### src/rtl/decode_cycle.sv
// RISC-V decode stage: register file with write-through bypass, control/immediate
// decode, and the D->E pipeline register with flush-to-bubble on the controls.
module decode_cycle (
  input  logic        clk,
  input  logic        rst,
  input  logic [31:0] InstrD,
  input  logic [31:0] PCD,
  input  logic [31:0] PCPlus4D,
  input  logic        RegWriteW,
  input  logic [4:0]  RdW,
  input  logic [31:0] ResultW,
  input  logic        FlushE,
  output logic        RegWriteE,
  output logic        MemWriteE,
  output logic        BranchE,
  output logic        JumpE,
  output logic        ALUSrcE,
  output logic [1:0]  ResultSrcE,
  output logic [2:0]  ALUControlE,
  output logic [31:0] RD1E,
  output logic [31:0] RD2E,
  output logic [31:0] ImmExtE,
  output logic [4:0]  RdE,
  output logic [31:0] PCE,
  output logic [31:0] PCPlus4E
);

  localparam logic [6:0] OP_R   = 7'b0110011;
  localparam logic [6:0] OP_I   = 7'b0010011;
  localparam logic [6:0] OP_LW  = 7'b0000011;
  localparam logic [6:0] OP_SW  = 7'b0100011;
  localparam logic [6:0] OP_BEQ = 7'b1100011;
  localparam logic [6:0] OP_JAL = 7'b1101111;

  typedef enum logic [2:0] {
    ALU_ADD = 3'b000,
    ALU_SUB = 3'b001,
    ALU_AND = 3'b010,
    ALU_OR  = 3'b011,
    ALU_SLT = 3'b101
  } alu_op_e;

  typedef enum logic [2:0] {
    IMM_NONE,
    IMM_I,
    IMM_S,
    IMM_B,
    IMM_J
  } imm_sel_e;

  typedef enum logic [1:0] {
    RES_ALU = 2'b00,
    RES_MEM = 2'b01,
    RES_PC4 = 2'b10
  } result_src_e;

  typedef struct packed {
    logic        reg_write;
    logic        mem_write;
    logic        branch;
    logic        jump;
    logic        alu_src;
    result_src_e result_src;
    alu_op_e     alu_control;
  } ctrl_t;

  // Instruction fields
  logic [6:0]  w_opcode;
  logic [2:0]  w_funct3;
  logic        w_funct7_5;
  logic [4:0]  w_rs1;
  logic [4:0]  w_rs2;
  logic [4:0]  w_rd;

  assign w_opcode   = InstrD[6:0];
  assign w_funct3   = InstrD[14:12];
  assign w_funct7_5 = InstrD[30];
  assign w_rs1      = InstrD[19:15];
  assign w_rs2      = InstrD[24:20];
  assign w_rd       = InstrD[11:7];

  ctrl_t       w_ctrl;
  imm_sel_e    w_imm_sel;
  logic        w_alu_by_funct;
  logic [31:0] w_imm_ext;

  // NOTE: every signal written here is given a default first so no path leaves it
  // unassigned; that is what keeps combinational decode from inferring latches.
  always_comb begin
    w_ctrl         = '0;
    w_imm_sel      = IMM_NONE;
    w_alu_by_funct = 1'b0;
    unique case (w_opcode)
      OP_R: begin
        w_ctrl.reg_write = 1'b1;
        w_alu_by_funct   = 1'b1;
      end
      OP_I: begin
        w_ctrl.reg_write = 1'b1;
        w_ctrl.alu_src   = 1'b1;
        w_imm_sel        = IMM_I;
        w_alu_by_funct   = 1'b1;
      end
      OP_LW: begin
        w_ctrl.reg_write  = 1'b1;
        w_ctrl.alu_src    = 1'b1;
        w_ctrl.result_src = RES_MEM;
        w_imm_sel         = IMM_I;
      end
      OP_SW: begin
        w_ctrl.mem_write = 1'b1;
        w_ctrl.alu_src   = 1'b1;
        w_imm_sel        = IMM_S;
      end
      OP_BEQ: begin
        w_ctrl.branch      = 1'b1;
        w_ctrl.alu_control = ALU_SUB;
        w_imm_sel          = IMM_B;
      end
      OP_JAL: begin
        w_ctrl.reg_write  = 1'b1;
        w_ctrl.jump       = 1'b1;
        w_ctrl.result_src = RES_PC4;
        w_imm_sel         = IMM_J;
      end
      default: ;
    endcase

    // Only R-type and I-ALU pick the operation from funct3; sub is R-type only
    if (w_alu_by_funct) begin
      unique case (w_funct3)
        3'b000:  w_ctrl.alu_control = (w_opcode == OP_R && w_funct7_5) ? ALU_SUB : ALU_ADD;
        3'b010:  w_ctrl.alu_control = ALU_SLT;
        3'b110:  w_ctrl.alu_control = ALU_OR;
        3'b111:  w_ctrl.alu_control = ALU_AND;
        default: w_ctrl.alu_control = ALU_ADD;
      endcase
    end
  end

  always_comb begin
    w_imm_ext = '0;
    unique case (w_imm_sel)
      IMM_I:   w_imm_ext = {{20{InstrD[31]}}, InstrD[31:20]};
      IMM_S:   w_imm_ext = {{20{InstrD[31]}}, InstrD[31:25], InstrD[11:7]};
      IMM_B:   w_imm_ext = {{19{InstrD[31]}}, InstrD[31], InstrD[7], InstrD[30:25],
                            InstrD[11:8], 1'b0};
      IMM_J:   w_imm_ext = {{11{InstrD[31]}}, InstrD[31], InstrD[19:12], InstrD[20],
                            InstrD[30:21], 1'b0};
      default: w_imm_ext = '0;
    endcase
  end

  // Register file
  logic [31:0] r_regs [32];
  logic        w_wb_valid;

  assign w_wb_valid = RegWriteW && (RdW != 5'd0);

  // NOTE: this array is deliberately cleared by reset because architectural state
  // must read 0 afterwards; that forces flops rather than a RAM macro, which is
  // acceptable at 32 entries. Storage with no such requirement is left unreset.
  always_ff @(posedge clk or posedge rst) begin
    if (rst) begin
      for (int i = 0; i < 32; i++) r_regs[i] <= '0;
    end else if (w_wb_valid) begin
      r_regs[RdW] <= ResultW;
    end
  end

  // Same-cycle writeback is forwarded so decode never sees the stale value
  logic [31:0] w_rd1;
  logic [31:0] w_rd2;

  always_comb begin
    if (w_rs1 == 5'd0)                     w_rd1 = '0;
    else if (w_wb_valid && RdW == w_rs1)   w_rd1 = ResultW;
    else                                   w_rd1 = r_regs[w_rs1];

    if (w_rs2 == 5'd0)                     w_rd2 = '0;
    else if (w_wb_valid && RdW == w_rs2)   w_rd2 = ResultW;
    else                                   w_rd2 = r_regs[w_rs2];
  end

  // D->E pipeline register
  ctrl_t       r_ctrl_e;
  logic [31:0] r_rd1_e;
  logic [31:0] r_rd2_e;
  logic [31:0] r_imm_e;
  logic [4:0]  r_rd_e;
  logic [31:0] r_pc_e;
  logic [31:0] r_pc4_e;

  // NOTE: state registers use non-blocking assignments so every flop samples the
  // pre-edge values, independent of statement order or of other always_ff blocks.
  always_ff @(posedge clk or posedge rst) begin
    if (rst) begin
      r_ctrl_e <= '0;
      r_rd1_e  <= '0;
      r_rd2_e  <= '0;
      r_imm_e  <= '0;
      r_rd_e   <= '0;
      r_pc_e   <= '0;
      r_pc4_e  <= '0;
    end else begin
      r_ctrl_e <= w_ctrl;
      if (FlushE) begin
        r_ctrl_e.reg_write <= 1'b0;
        r_ctrl_e.mem_write <= 1'b0;
        r_ctrl_e.branch    <= 1'b0;
        r_ctrl_e.jump      <= 1'b0;
      end
      r_rd1_e <= w_rd1;
      r_rd2_e <= w_rd2;
      r_imm_e <= w_imm_ext;
      r_rd_e  <= w_rd;
      r_pc_e  <= PCD;
      r_pc4_e <= PCPlus4D;
    end
  end

  assign RegWriteE   = r_ctrl_e.reg_write;
  assign MemWriteE   = r_ctrl_e.mem_write;
  assign BranchE     = r_ctrl_e.branch;
  assign JumpE       = r_ctrl_e.jump;
  assign ALUSrcE     = r_ctrl_e.alu_src;
  assign ResultSrcE  = r_ctrl_e.result_src;
  assign ALUControlE = r_ctrl_e.alu_control;
  assign RD1E        = r_rd1_e;
  assign RD2E        = r_rd2_e;
  assign ImmExtE     = r_imm_e;
  assign RdE         = r_rd_e;
  assign PCE         = r_pc_e;
  assign PCPlus4E    = r_pc4_e;

endmodule

### config.mk
export PLATFORM = sky130hd
export DESIGN_NAME = decode_cycle
export DESIGN_NICKNAME = d
export VERILOG_FILES = /design/src/rtl/decode_cycle.sv
export SDC_FILE = /design/constraint.sdc
export NUM_CORES = 2
export LEC_CHECK = 0
export CAP_MARGIN = 20
export CORE_MARGIN = 8
export CORE_UTILIZATION = 50
export CTS_CLUSTER_DIAMETER = 30
export DETAILED_ROUTE_END_ITERATION = 8
export PLACE_DENSITY = 0.79
export SYNTH_ARGS = -nofsm -noshare
export SYNTH_HDL_FRONTEND = slang
export SYNTH_SLANG_ARGS = --single-unit
### constraint.sdc
create_clock -name clk -period 50.8 [get_ports clk]
set_input_delay 5.08 -clock clk [delete_from_list [all_inputs] [get_ports clk]]
set_output_delay 5.08 -clock clk [all_outputs]
set_load 0.1 [all_outputs]
== After elaboration in Yosys (flattened, before gate mapping) ==
Cells that the tools add are included.
Cells by class
  $add $sub $neg: 0
  $mul: 0
  divide/modulo/power cells: 0
  magnitude comparators: 4
  equality and inequality tests: 15
  shift-type cells: 0
  mux-type cells: 27
  bitwise operators: 3
  reduce and logical (&&, ||, !) cells: 13
Operator list (number)
  bitwise mux 1024 bit: 1
  binary-select mux 32 bit (select 5 bit): 2
  2-to-1 mux 32 bit: 9
  demux 32 bit (select 5 bit): 1
  case mux 32 bit (4 select lines): 1
  case mux 3 bit (4 select lines): 2
  >= comparator 6 bit, second input constant: 3
  NOT 5 -> 6 bit: 3
  == test 7 x 6 -> 1 bit, second input constant: 2
  == test 7 bit, second input constant: 2
  == test 5 bit: 2
  logical NOT 5 bit: 2
  == test 3 x 2 -> 1 bit, second input constant: 3
  == test 3 bit, second input constant: 3
  2-to-1 mux 1 bit: 8
  == test 7 x 2 -> 1 bit, second input constant: 1
  == test 7 x 5 -> 1 bit, second input constant: 1
  less-than comparator 6 x 1 -> 1 bit, second input constant: 1
  logical AND 1 bit: 5
  nonzero test 5 bit: 1
  2-to-1 mux 4 bit: 1
  case mux 2 bit (2 select lines): 1
  OR reduction 2 bit: 2
  OR reduction 4 bit: 1
  4 further kinds: 4
Storage, ports and cells
  bits in registers: 1199
  latch bits: 0
  RAM bits: 0
  memory bits (read-only): 0
  input port bits: 137
  output and inout bits: 175
  word-level logic and storage cells: 107
  memories: 0

== Longest topological paths before layout ==
  word-level depth: 6
  depth in mapped cells: 9
  gate-level depth less buffers: 5

== Worst setup path after synthesis ==
OpenSTA, ideal clock, no wires.
  path kind: input to register
  start: input InstrD[23]
  end: register r_rd2_e[11], in the netlist RD2E[11]
  setup time: 0.121 ns
  data arrival time: 6.634 ns
  data required time: 50.679 ns
  slack: 44.045 ns
  stages: 9
  path buffers: 5
  cells stage by stage: buf_6 or2_1 buf_2 or4_4 buf_6 and2_4 buf_6 buf_6 a22o_1
Between the ends
  cells in the longest elaborated chain, start to end: 6
  elaborated cells on any way between the ends: 9
  classes of those cells: eq/ne (1); mux (5); bitwise (1); reduce/logical (2)
Ends and longest elaborated chain
  start, declared: RTL line 6  | input logic [31:0] InstrD,
  NOT 5 -> 6 bit (implied by the code): RTL line 182  | else w_rd2 = r_regs[w_rs2];
  binary-select mux 32 bit (select 5 bit): RTL line 182
  2-to-1 mux 32 bit (implied by the code) (2 in a row): RTL line 182
  2-to-1 mux 32 bit: RTL line 181  | else if (w_wb_valid && RdW == w_rs2) w_rd2 = ResultW;
  2-to-1 mux 32 bit *: RTL line 180  | if (w_rs2 == 5'd0) w_rd2 = '0;
  net w_rd2[11]: RTL line 173  | logic [31:0] w_rd2;
  end signal, assigned: RTL line 214  | r_rd2_e <= w_rd2;
  end, declared: RTL line 188  | logic [31:0] r_rd2_e;
The timed path passes the listed nets; every way through them passes the cells marked *. The select of a mux whose other input is x is not followed.
A chain may end at the register's enable or synchronous reset.

== Worst setup path in the final report ==
  start: input InstrD[20]
  end: register r_rd2_e[30], in the netlist RD2E[30]
Same word-level chain as after synthesis.

==> results by group <==
Clock tree
  • CTS tree: yes
  • Clock slew at reported path FFs: 0.04 ns
  • # clock sinks: 1188
  • Worst-Skew Late Latency: 0.90 ns
  • # Post-CTS Setup Buffers: 0
  • Root buffer selected by CTS: clkbuf_16
  • CTS Buf Count: 275
  • # hold bufs at CTS: 0
  • Clock Tree Buf Depth: 4
  • H-tree levels: 5
  • Cts repair resizes: 0

Setup path
  • CP endpoint kind: flop
  • Cell Chain, Critical Path: buf_8, buf_4, buf_4, buf_4, mux4_2, mux2i_1, o22ai_1, o221a_2
  • Worst setup path class: in2reg
  • Crit start category: input port
  • CP max stage cell: buf_4
  • Worst Path Arrival: 9.54 ns
  • Worst path max stage delay: 0.93 ns
  • Maximum fanout along the worst path: 67
  • Cell mode on critical path: buf_4
  • Required time worst endpoint: 51.55 ns

Timing
  • Final setup vio count: 0
  • Final worst path period share: 17.3%
  • Max frequency: 114 MHz
  • Max-slew headroom: 20.0%
  • Final Hold Vio Count: 0
  • Max Clock Skew: 0.0585 ns
  • Sum of negative setup slack: 0 ns
  • Min Clock Period, post-route: 8.79 ns
  • RSZ-0062 raised after global routing: no
  • Min Hold Slack: 0.397 ns
  • Slew @ Worst Pin: 1.20 ns
  • Max Slew Vio Count: 0

GRT
  • Initial antenna violation count: 12
  • Vias in the first global route: 46600
  • Gr ovfl total: 0
  • Total track usage: 29.5%
  • Pin count of the biggest net entering global routing: 162
  • First-pass GRT wire length: 298 mm

Run status
  • Status: completed

Routing
  • Initial DRC count: 4853
  • Via Count: 44400
  • Drt wl/cell: 30.0 um
  • Drt drc: 0
  • Post-Route WL: 201 mm
  • Via/cell ratio: 6.62
  • ANT nets after route: 0
  • First drt pass iteration count: 6

Synth
  • Synth top area cells: dfrtp_1, mux2_2, mux2i_1
  • Avg Cell Area, Syn: 12.9 sq um
  • Synthesized Nets: 4824
  • Post-synth top area share: 49.2%
  • Async set or reset register ratio after synthesis: 100%
  • Count of cell types in the netlist: 49
  • Mapped Cells: 4687
  • FF+latch count, synth: 1188
  • Ys flop type: dfrtp_1
  • Register area share after synthesis: 49.2%
  • Synth area leader: dfrtp_1
  • Cell area after synthesis: 60500 sq um
  • Post-synth EDFFs: 0
  • Yosys Warn Count: 0

Die
  • I/O pin count: 312
  • Die width: 364 um
  • Die Height: 364 um
  • Row count: 127
  • Die area: 132000 sq um
  • Core Area: 120000 sq um
  • Initial Util: 50.4%

Placed design
  • Routability Congestion: 0.832
  • Final HPWL DP: 108 mm
  • I/O Buffers: 311

Power
  • P per Cell Area: 49.2 nW/um^2
  • VDD IR max: 0.0382 mV
  • Leak pwr: 34.5 nW

Finish
  • Layout cells sized above 1: 32.8%
  • P&R area growth vs syn: 23.2%
  • Register area: 29700 sq um
  • Multi-input gate area: 28600 sq um
  • # nets final: 5035
  • Fill count: 8780

Worst hold path
  • Hold crit path type: reg2reg

Job
  • Max-cap violations: 0
-- power by group --
part           internal [W]  switching, W  total [W]  leakage [nW]
Combinational      0.000271      0.000313   0.000583          14.7
Sequential          0.00111      0.000132    0.00125          15.2
Clock               0.00129      0.000542    0.00183          4.67
-- per-layer routing --
layer	GRT usage [%]	vias to the layer above	routed length, um
met5	0	-	41
met4	17.8	6	12300
met3	8.67	764	20300
met2	45.5	2674	91900
met1	36.8	22900	76500
li1	-	18100	-
-- cells in the mapped netlist, drive strengths merged, types with 27 or more instances --
| library cell | number |
|---|---|
| nor2 | 27 |
| dfrtp | 1188 |
| clkbuf | 240 |
| a22o | 64 |
| a22oi | 446 |
| a21oi | 186 |
| nand3 | 33 |
| nand2 | 57 |
| buf | 264 |
| mux4 | 44 |
| mux2 | 998 |
| mux2i | 952 |
-- sequential cells by signal, summed over array words and instances, names as in the netlist --
register / cells
ALUControlE: 3
MemWriteE: 1
ResultSrcE: 2
RD2E: 32
ALUSrcE: 1
RegWriteE: 1
RdE: 5
r_regs: 1024
RD1E: 32
JumpE: 1
BranchE: 1
ImmExtE: 21
PCE: 32
PCPlus4E: 32
-- layout make-up --
| type | count | area share (%) |
|---|---|---|
| clock buffer | 341 | 10.2 |
| sequential | 1188 | 39.9 |
| inverter | 2 | 0.0202 |
| timing repair buffer | 438 | 6.06 |
| multi-input combinational | 2993 | 38.4 |
| tap | 1612 | 2.71 |
| clock inverter | 127 | 2.67 |
| antenna | 5 | 0.0168 |
-- logic make-up (layout without fill, tap and decap cells) --
| group | after synthesis | in the layout | synth area share, % |
|---|---|---|---|
| xor gates and xnor gates | 10 | 10 | 0.145 |
| buffers and inverters | 506 | 908 | 3.80 |
| and+or+nand+nor | 207 | 207 | 1.79 |
| AOI/OAI and AO/OA | 782 | 782 | 9.10 |
| other | 0 | 5 | 0 |
| muxes | 1994 | 1994 | 36.0 |
| DFF | 1188 | 1188 | 49.2 |
-- placed cells by master, fill, tap and decap left out, types with 6 or more instances in the layout --
cell / n
o221a_2: 9
mux2i_1: 952
clkdlybuf4s50_1: 306
clkinv_2: 37
nor2_1: 13
nor3_1: 10
a21oi_1: 186
clkbuf_8: 27
o21ai_0: 14
and2_1: 8
buf_8: 8
xor2_1: 6
nand2_1: 40
a2111oi_0: 26
mux2_1: 6
a22o_1: 64
clkinvlp_4: 14
mux2_2: 992
nand3_1: 33
mux4_2: 44
bufinv_16: 48
a31oi_1: 10
nor2_4: 14
o22ai_1: 6
dfrtp_1: 1188
a21o_1: 11
buf_16: 14
clkbuf_16: 288
nand2_2: 17
nor4_1: 26
inv_6: 8
nand4_1: 7
clkinv_4: 18
buf_4: 99
a22oi_1: 446
clkbuf_1: 31
-- path summary, 6_finish.rpt --
path / startpoint / end / slack [ns] / depth (start not counted)
setup / recovery: InstrD[20] / RD2E[30] / 42.01 / 8
hold / removal: r_regs[1008] / r_regs[1008] / 0.40 / 0
setup reg to reg: r_regs[644] / RD1E[4] / 49.03 / 5
hold reg to reg: r_regs[1008] / r_regs[1008] / 0.40 / 0
max in group asynchronous: rst / RD2E[8] / 42.62 / 6
min in group asynchronous: rst / PCPlus4E[2] / 4.80 / 2
-- metrics by stage --
step	setup slack, ns	instances	cell area [sq um]	util (%)	total power [W]
floorplan	12.25	4687	60500	-	0.00166
global placement	41.37	6208	64300	53.6	0.00179
detailed placement	41.32	6211	64400	53.7	0.00182
CTS	42.15	6679	73900	61.6	0.00366
global route	41.86	6705	74500	62.1	0.00378
finish	42.01	6706	74500	62.1	0.00366
-- worst max-delay path, delay by kind of cell --
family,cells,cell delay [ns]
buffers and inverters,4,3.04
multiplexers,2,0.82
AO/OA/AOI/OAI,2,0.39
Power figures use the tool's default switching activity.
